### config.mk
export PLATFORM = sky130hd
export DESIGN_NAME = adc_scan_sequencer
export DESIGN_NICKNAME = d
export VERILOG_FILES = /design/src/rtl/adc_scan_sequencer.sv
export SDC_FILE = /design/constraint.sdc
export NUM_CORES = 1
export LEC_CHECK = 0
export CORE_MARGIN = 4
export CORE_UTILIZATION = 56
export DETAILED_ROUTE_END_ITERATION = 7
export HOLD_SLACK_MARGIN = 0.05
export PLACE_DENSITY = 0.88
export SLEW_MARGIN = 20
export SYNTH_ARGS = -nofsm -noshare
export SYNTH_HDL_FRONTEND = slang
export SYNTH_SLANG_ARGS = --single-unit
export TNS_END_PERCENT = 30
### constraint.sdc
create_clock -name ti_clk -period 3.42 [get_ports ti_clk]
set_input_delay 0.342 -clock ti_clk [delete_from_list [all_inputs] [get_ports ti_clk]]
set_output_delay 0.342 -clock ti_clk [all_outputs]
set_load 0.03 [all_outputs]
### src/rtl/adc_scan_sequencer.sv
// adc_scan_sequencer: periodic ADC channel-scan controller.
// Emits one 16-bit command per enabled channel in sweeps that start every
// `period` cycles. Command issue stalls under `buf_full` backpressure. The
// block reports sweep completion, a completed-sweep count and a sticky
// overrun flag when a sweep outlasts its period.
module adc_scan_sequencer #(
  parameter int NUM_CH   = 8,
  parameter int PERIOD_W = 16
) (
  input  logic                ti_clk,
  input  logic                rst_n,
  input  logic                start,
  input  logic                stop,
  input  logic [PERIOD_W-1:0] period,
  input  logic [NUM_CH-1:0]   ch_mask,
  input  logic [15:0]         cmd_base,
  input  logic                buf_full,
  output logic [15:0]         cmd,
  output logic                cmd_en,
  output logic                busy,
  output logic                sweep_done,
  output logic [15:0]         sweep_count,
  output logic                overrun
);

  typedef enum logic [1:0] {
    ST_IDLE = 2'd0,
    ST_SCAN = 2'd1,
    ST_WAIT = 2'd2
  } state_e;

  localparam logic [3:0]          LAST_IDX = 4'(NUM_CH - 1);
  localparam logic [PERIOD_W-1:0] ONE      = PERIOD_W'(1);

  state_e              r_state;
  state_e              w_state_nxt;

  // Per-sweep snapshot of the configuration inputs.
  logic [15:0]         r_mask;
  logic [15:0]         r_base;
  logic [PERIOD_W-1:0] r_period;

  logic [PERIOD_W-1:0] r_timer;
  logic [3:0]          r_idx;
  logic                r_stop_pend;

  logic [15:0]         r_cmd;
  logic                r_cmd_en;
  logic                r_busy;
  logic                r_sweep_done;
  logic [15:0]         r_sweep_count;
  logic                r_overrun;

  logic                w_first_start;  // start accepted from IDLE
  logic                w_sweep_start;  // any entry into SCAN
  logic                w_advance;      // current index is finished this edge
  logic                w_issue;        // current index emits a command
  logic                w_done;         // last index finished this edge
  logic                w_mask_bit;
  logic                w_timer_low;    // timer is 0 or reaches 0 this edge
  logic [15:0]         w_cmd;

  // State register.
  always_ff @(posedge ti_clk or negedge rst_n) begin
    if (!rst_n) begin
      r_state <= ST_IDLE;
    end else begin
      // NOTE: every sequential assignment is non-blocking so all registers
      // update from the same pre-edge values, regardless of statement order.
      r_state <= w_state_nxt;
    end
  end

  // Next-state and per-edge control decode.
  always_comb begin
    // NOTE: defaults come first so every path assigns every signal; a
    // missing assignment here would otherwise infer a latch.
    w_state_nxt   = r_state;
    w_first_start = 1'b0;
    w_sweep_start = 1'b0;
    w_advance     = 1'b0;
    w_issue       = 1'b0;
    w_done        = 1'b0;
    w_mask_bit    = r_mask[r_idx];
    w_timer_low   = (r_timer <= ONE);
    w_cmd         = r_base;
    w_cmd[11:8]   = r_idx;

    case (r_state)
      ST_IDLE: begin
        if (start && !stop) begin
          w_state_nxt   = ST_SCAN;
          w_first_start = 1'b1;
          w_sweep_start = 1'b1;
        end
      end
      ST_SCAN: begin
        // A disabled channel always advances; an enabled one waits for room.
        w_advance = !w_mask_bit || !buf_full;
        w_issue   = w_mask_bit && !buf_full;
        if (w_advance && (r_idx == LAST_IDX)) begin
          w_done      = 1'b1;
          w_state_nxt = (r_stop_pend || stop) ? ST_IDLE : ST_WAIT;
        end
      end
      ST_WAIT: begin
        // Stop wins over a sweep start falling on the same edge.
        if (stop) begin
          w_state_nxt = ST_IDLE;
        end else if (w_timer_low) begin
          w_state_nxt   = ST_SCAN;
          w_sweep_start = 1'b1;
        end
      end
      default: w_state_nxt = ST_IDLE;
    endcase
  end

  // Sweep datapath: snapshot, index, period timer and registered outputs.
  always_ff @(posedge ti_clk or negedge rst_n) begin
    if (!rst_n) begin
      r_mask        <= '0;
      r_base        <= '0;
      r_period      <= '0;
      r_timer       <= '0;
      r_idx         <= '0;
      r_stop_pend   <= 1'b0;
      r_cmd         <= '0;
      r_cmd_en      <= 1'b0;
      r_busy        <= 1'b0;
      r_sweep_done  <= 1'b0;
      r_sweep_count <= '0;
      r_overrun     <= 1'b0;
    end else begin
      r_cmd_en     <= w_issue;
      r_sweep_done <= w_done;
      r_busy       <= (w_state_nxt != ST_IDLE);

      // cmd holds its last value between strobes.
      if (w_issue) r_cmd <= w_cmd;

      if (w_sweep_start) begin
        r_mask   <= 16'(ch_mask);
        r_base   <= cmd_base;
        r_period <= period;
        r_timer  <= period;
        r_idx    <= '0;
      end else begin
        if ((r_state != ST_IDLE) && (r_timer != '0)) r_timer <= r_timer - ONE;
        if (w_done)         r_idx <= '0;
        else if (w_advance) r_idx <= r_idx + 4'd1;
      end

      if (w_sweep_start)                     r_stop_pend <= 1'b0;
      else if ((r_state == ST_SCAN) && stop) r_stop_pend <= 1'b1;

      if (w_first_start)  r_sweep_count <= '0;
      else if (w_done)    r_sweep_count <= r_sweep_count + 16'd1;

      // The timer hitting zero while still scanning means the sweep missed
      // its slot; period 0 is continuous mode and never flags.
      if (w_first_start) begin
        r_overrun <= 1'b0;
      end else if ((r_state == ST_SCAN) && (r_period != '0) && w_timer_low) begin
        r_overrun <= 1'b1;
      end
    end
  end

  assign cmd         = r_cmd;
  assign cmd_en      = r_cmd_en;
  assign busy        = r_busy;
  assign sweep_done  = r_sweep_done;
  assign sweep_count = r_sweep_count;
  assign overrun     = r_overrun;

endmodule

==> results of run 1 <==
-- kinds of logic (layout without fill, tap and decap cells) --
kind of cell	after synthesis	count (layout)	synth area share
XOR/XNOR	13	13	0.0262
buffers and inverters	34	109	0.0374
AO/OA/AOI/OAI	63	63	0.0894
adder cells (fa/ha/maj)	5	5	0.0144
flip-flops	95	95	0.546
AND/OR/NAND/NOR	208	208	0.232
multiplexers	22	22	0.0549
-- power by group through the flow --
stage	combinational, mW	sequential [mW]	clock, mW
after floorplan	0.938	2.01	0
after global placement	1.53	1.86	0
after detailed placement	1.60	1.89	0
after CTS	1.61	1.87	0.815
after global routing	1.77	1.94	0.872
final	1.61	1.88	0.803
-- cells in the mapped netlist (all sizes together) --
cell type	instances	area share
nand2	126	0.11
and2	4	0.0057
or2	4	0.0057
buf	14	0.020
nor4b	3	0.0060
nand4	5	0.0086
a31o	1	0.0020
mux2	15	0.039
a22oi	1	0.0017
a41o	1	0.0023
mux2i	7	0.016
nor4	13	0.026
a41oi	2	0.0040
o31a	1	0.0020
a21oi	14	0.016
nand3	8	0.0092
o31ai	10	0.017
o211ai	1	0.0017
a221oi	2	0.0040
and3	1	0.0014
nand3b	3	0.0052
xnor2	13	0.026
ha	5	0.014
or4	10	0.017
nor2	11	0.0095
o41ai	1	0.0020
a21bo	1	0.0023
a31oi	2	0.0029
nor3	3	0.0034
or3	9	0.013
a211oi	2	0.0034
nor3b	1	0.0017
inv	11	0.0095
clkbuf	9	0.0078
nand2b	3	0.0043
nor2b	3	0.0043
dfrtp	95	0.55
o21ai	24	0.028
and4	1	0.0020
-- final cells by class --
| cell class | instances | area [um2] | share of cell area |
|---|---|---|---|
| clock buffer | 9 | 124 | 0.0228 |
| sequential | 95 | 2380 | 0.437 |
| timing repair buffer | 83 | 837 | 0.154 |
| tap | 99 | 124 | 0.0228 |
| clock inverter | 6 | 92.6 | 0.0170 |
| multi-input combinational | 311 | 1840 | 0.338 |
| inverter | 11 | 41.3 | 0.00760 |
-- sequential cells by signal (all words and copies together), names as in the netlist, 2 cells and up --
register,count
cmd,16
r_period,16
r_timer,16
sweep_count,16
r_base,12
r_mask,8
r_idx,4
r_state,2
-- how the worst max path moves through the flow --
stage / start / to / slack, ps
after detailed placement: r_timer[4] / r_idx[3] / 660
after global placement: r_timer[4] / r_idx[3] / 730
after floorplan: r_timer[4] / r_idx[0] / 1300
final: r_timer[4] / r_idx[0] / 710
after global routing: r_timer[4] / r_timer[13] / 580
after CTS: r_timer[4] / r_idx[3] / 650
-- stage by stage --
| stage | cells | hold slack, ps | instance area [um2] | setup slack, ps |
|---|---|---|---|---|
| global placement | 597 | 446 | 5180 | 734 |
| detailed placement | 597 | 452 | 5180 | 655 |
| global route | 614 | 485 | 5430 | 578 |
| finish | 614 | 471 | 5430 | 713 |
| floorplan | 440 | 46.4 | 4350 | 1300 |
| CTS | 612 | 182 | 5390 | 646 |
-- metal layers --
layer / GRT usage / up-vias / part of all wire
met5: 0 / - / 0
met4: 0.0806 / 0 / 0.021
met3: 0.0407 / 21 / 0.048
met2: 0.343 / 106 / 0.50
met1: 0.269 / 1686 / 0.43
li1: - / 1655 / -
-- critical path, cell delays in order, from the launching register on --
cell	delay [ps]
dfrtp_1	430
or4_1	700
nor4_4	550
a41o_1	260
buf_4	350
nor3_1	90
a31o_1	190
==> summary.md, run 1 <==
| Metric | Value |
|---|---|
| Switching power total | 1.60 mW |
| Worst Hold Depth | 2 |
| Total negative slack | 0 ps |
| Initial antenna violation count | 0 |
| Full die area | 9250 um2 |
| Tcrit/Tclk final | 0.792 |
| Gate Count Post-Synth | 440 |
| Clock buffer depth | 2 |
| Relative slew slack | 0.518 |
| Vias in the first global route | 3308 |
| Critical path class | flop to flop |
| Die Wd | 96.2 um |
| Seq/Total Area, Yosys | 0.546 |
| Critical path startpoint category | flop |
| WL final | 9.24 mm |
| DRT antenna net count | 0 |
| Core Area | 7410 um2 |
| TritonRoute pass-1 iters | 4 |
| Synthesis-to-layout area growth | 24.8% |
| Pwr dens | 789 nW/um2 |
| Syn Nets | 490 |
| Crit path required time | 3680 ps |
| Largest net degree at the start of global routing | 82 |
| Layout cells sized above 1 | 0.0913 |
| Synthesis warning total | 0 |
| Clk pwr share | 0.187 |
| Postcts setup bufs | 0 |
| Hold_sp | r_base[15] |
| Switch share | 0.375 |
| Final setup violation count | 0 |
| R2r worst-path depth | 6 |
| Worst hold path class | flop to flop |
| Die Y | 96.2 um |
| CTS Hold Bufs | 0 |
| RSZ-0062 raised after global routing | no |
| Final #Nets | 561 |
| Critical Path Fanout Max | 38 |
| Final Critical Period | 2710 ps |
| Wire per inst | 15.0 um |
| GRT overflow | 0 |
| Routed vias/inst | 5.65 |
| Hold Path Sink | r_base[15] |
| Post-Route Skew | 8.73 ps |
| # IOs | 81 |
| Vias | 3468 |
| Run status | complete, no violations |
| # DRC | 0 |
| P_leak | 2.43 nW |
| Mapped Avg Cell Area | 9.89 um2 |
| HPWL Detailed | 6.49 mm |
| Worst setup EP type | flop |
| PostCTS Resize Cnt | 0 |
| Most common cell after layout, fill and taps aside | nand2_1 |
| Pwr Total | 4.29 mW |
| Worst IR Drop VDD | 0.517 mV |
| Worst R2R Setup Slack | 710 ps |
| Area of the mapped netlist | 4350 um2 |
| Initial DRC count | 228 |
| Worst Path Arrival | 2960 ps |
| CTS tree | done |
| Final Hold Viols | 0 |
| Fill count | 527 |
| Root buffer cell | clkbuf_8 |
| Seq pwr share | 0.438 |
| H-tree level count | 3 |
| Clock sink count | 95 |
| First-pass GRT wire length | 14.9 mm |
| F_max | 0.369 GHz |
| Row count | 31 |
| Distinct cells, synth | 45 |
| PortBufs | 76 |
| Combinational share of power | 0.375 |
| R2r endpoint | r_idx[0] |
| Ant. Diodes | 0 |
| Routability cong. | 0.807 |
| MaxCap Viol Count | 0 |
| Power Internal | 2.68 mW |
| Cts bufs inserted | 9 |
| GRT Total Usage | 0.207 |
| Reg-to-reg startpoint | r_timer[4] |
| Clock latency on the worst-skew pair | 360 ps |
| #FFs+latches synth | 95 |
| Most frequent cells in the layout | 126 x nand2_1, 95 x dfrtp_1, 75 x clkdlybuf4s50_1 |
| Initial cell density of the core | 0.588 |
| Worst slew pin tran | 722 ps |
| Fin util | 0.733 |
| Final Max Slew Viols | 0 |
| Clock slew at reported path FFs | 90 ps |
No activity file was read; power rests on OpenSTA's default activity.
==> inputs of run 2 (changes only) <==
Settings changed: CORE_UTILIZATION 56 to 47, PLACE_DENSITY 0.88 to 0.79.
Clock period 3.42 ns to 2.3 ns, I/O delays scaled along.
==> run 2 against run 1 <==
Via count shrank 1.1%. Maximum frequency increased by 25%. Critical path type unchanged. Register-to-register slack worse by 570 ps.
==> summary.md, run 2 (synthesis results as in run 1) <==
| Metric | Value |
|---|---|
| Worst slew pin tran | 537 ps |
| # IOs | 81 |
| Die Wd | 104 um |
| Initial antenna violation count | 0 |
| Wire per inst | 15.1 um |
| PortBufs | 76 |
| Reg-to-reg startpoint | r_timer[4] |
| RSZ-0062 raised after global routing | yes |
| Root buffer cell | clkbuf_8 |
| Vias in the first global route | 3449 |
| CP bufs+invs | 2 |
| Cts bufs inserted | 9 |
| Layout cells sized above 1 | 0.116 |
| Core Area | 8850 um2 |
| H-tree level count | 3 |
| Final #Nets | 571 |
| # DRC | 0 |
| Critical path startpoint category | flop |
| Fin util | 0.631 |
| Cell family with most CP delay | simple AND/OR/NAND/NOR gates |
| Clock sink count | 95 |
| Final Critical Period | 2160 ps |
| Initial cell density of the core | 0.492 |
| Worst IR Drop VDD | 0.555 mV |
| Crit path required time | 2520 ps |
| Ant. Diodes | 0 |
| Final Hold Viols | 0 |
| Worst-path cell chain | or4_4 > nor4_4 > buf_4 > a41oi_4 > buf_12 > nand2_1 > o21ai_0 |
| Worst setup EP type | flop |
| Max stage delay cell, worst path | or4_4 |
| CTS tree | done |
| Tcrit/Tclk final | 0.939 |
| GRT overflow | 0 |
| Clock buffer depth | 2 |
| GRT Total Usage | 0.183 |
| Critical path class | flop to flop |
| Most frequent cells in the layout | 126 x nand2_1, 94 x dfrtp_1, 75 x clkdlybuf4s50_1 |
| Most common cell after layout, fill and taps aside | nand2_1 |
| Final setup violation count | 0 |
| Routed vias/inst | 5.41 |
| WHS | 389 ps |
| WL final | 9.56 mm |
| Synthesis-to-layout area growth | 28.2% |
| Run status | complete, no violations |
| Initial DRC count | 179 |
| Pre-CTS WS | 43.3 ps |
| Crit path largest cell delay | 580 ps |
| P_leak | 2.49 nW |
| Die Y | 104 um |
| TritonRoute pass-1 iters | 4 |
| MaxCap Viol Count | 0 |
| Row count | 34 |
| Worst hold path class | primary input to asynchronous set/reset pin |
| Post-Route Skew | 11.7 ps |
| Pwr dens | 1190 nW/um2 |
| Worst R2R Setup Slack | 140 ps |
| PnR worst setup slack | 139 ps |
| Postcts setup bufs | 0 |
| Crit path from | r_timer[4] |
| Vias | 3429 |
| Largest net degree at the start of global routing | 56 |
| DRT antenna net count | 0 |
| F_max | 0.463 GHz |
| Clock latency on the worst-skew pair | 360 ps |
| Critical Path Fanout Max | 33 |
| Clock slew at reported path FFs | 90 ps |
| Total negative slack | 0 ps |
| R2r worst-path depth | 7 |
| R2r endpoint | r_idx[1] |
| Full die area | 10900 um2 |
| Relative slew slack | 0.642 |
| Final Max Slew Viols | 0 |
| Worst Path Arrival | 2380 ps |
| Routability cong. | 0.878 |
| First-pass GRT wire length | 16.4 mm |
| HPWL Detailed | 6.76 mm |
==> run 2: cell types whose count changed in the layout (fill, tap and decap cells not counted), sizes merged <==
cell,delta
inv,-2
buf,+10
clkinvlp,+1
clkinv,-1
bufinv,+1
clkbuf,+2
==> run 2: final cells by class <==
| cell class | count | area (um2) |
|---|---|---|
| well taps | 108 | 135 |
| inverters | 11 | 41.3 |
| clock buffers | 11 | 141 |
| repair buffers | 93 | 926 |
| flip-flops and latches | 95 | 2380 |
| multi-input cells | 311 | 1850 |
| fillers | 733 | 3270 |
| clock inverters | 5 | 105 |
==> run 2: worst max path at each step <==
stage | to | depth (start not counted)
6_report | r_idx[1] | 7
4_1_cts | r_timer[4] | 6
3_3_place_gp | r_timer[4] | 6
5_1_grt | r_idx[1] | 7
2_1_floorplan | r_idx[0] | 7
3_5_place_dp | r_timer[4] | 6
==> run 2: timing repair <==
item	in CTS	in global routing
setup endpoints to repair	0	47
hold buffers	1	0
gates resized for setup	0	5
hold endpoints to repair	40	0
==> run 2: power by group <==
part / total (mW) / leakage (nW) / switching (mW) / internal, mW
combinational: 2.52 / 1.17 / 1.36 / 1.16
clock: 1.33 / 0.116 / 0.576 / 0.752
sequential: 2.78 / 1.20 / 0.463 / 2.32
total: 6.63 / 2.49 / 2.40 / 4.23
==> run 2: per-stage QoR <==
stage / cells / area, um2 / power [mW]
after global routing: 634 / 5580 / 7.08
final: 634 / 5580 / 6.63
after CTS: 634 / 5560 / 6.66
after floorplan: 440 / 4350 / 4.38
after detailed placement: 617 / 5310 / 5.32
after global placement: 617 / 5310 / 5.18
==> run 2: routing by layer <==
layer	global-route usage	wire [um]	vias up
met5	0	0	-
met4	0.0627	154	0
met3	0.0348	352	16
met2	0.311	4740	64
met1	0.236	4310	1669
li1	-	-	1680
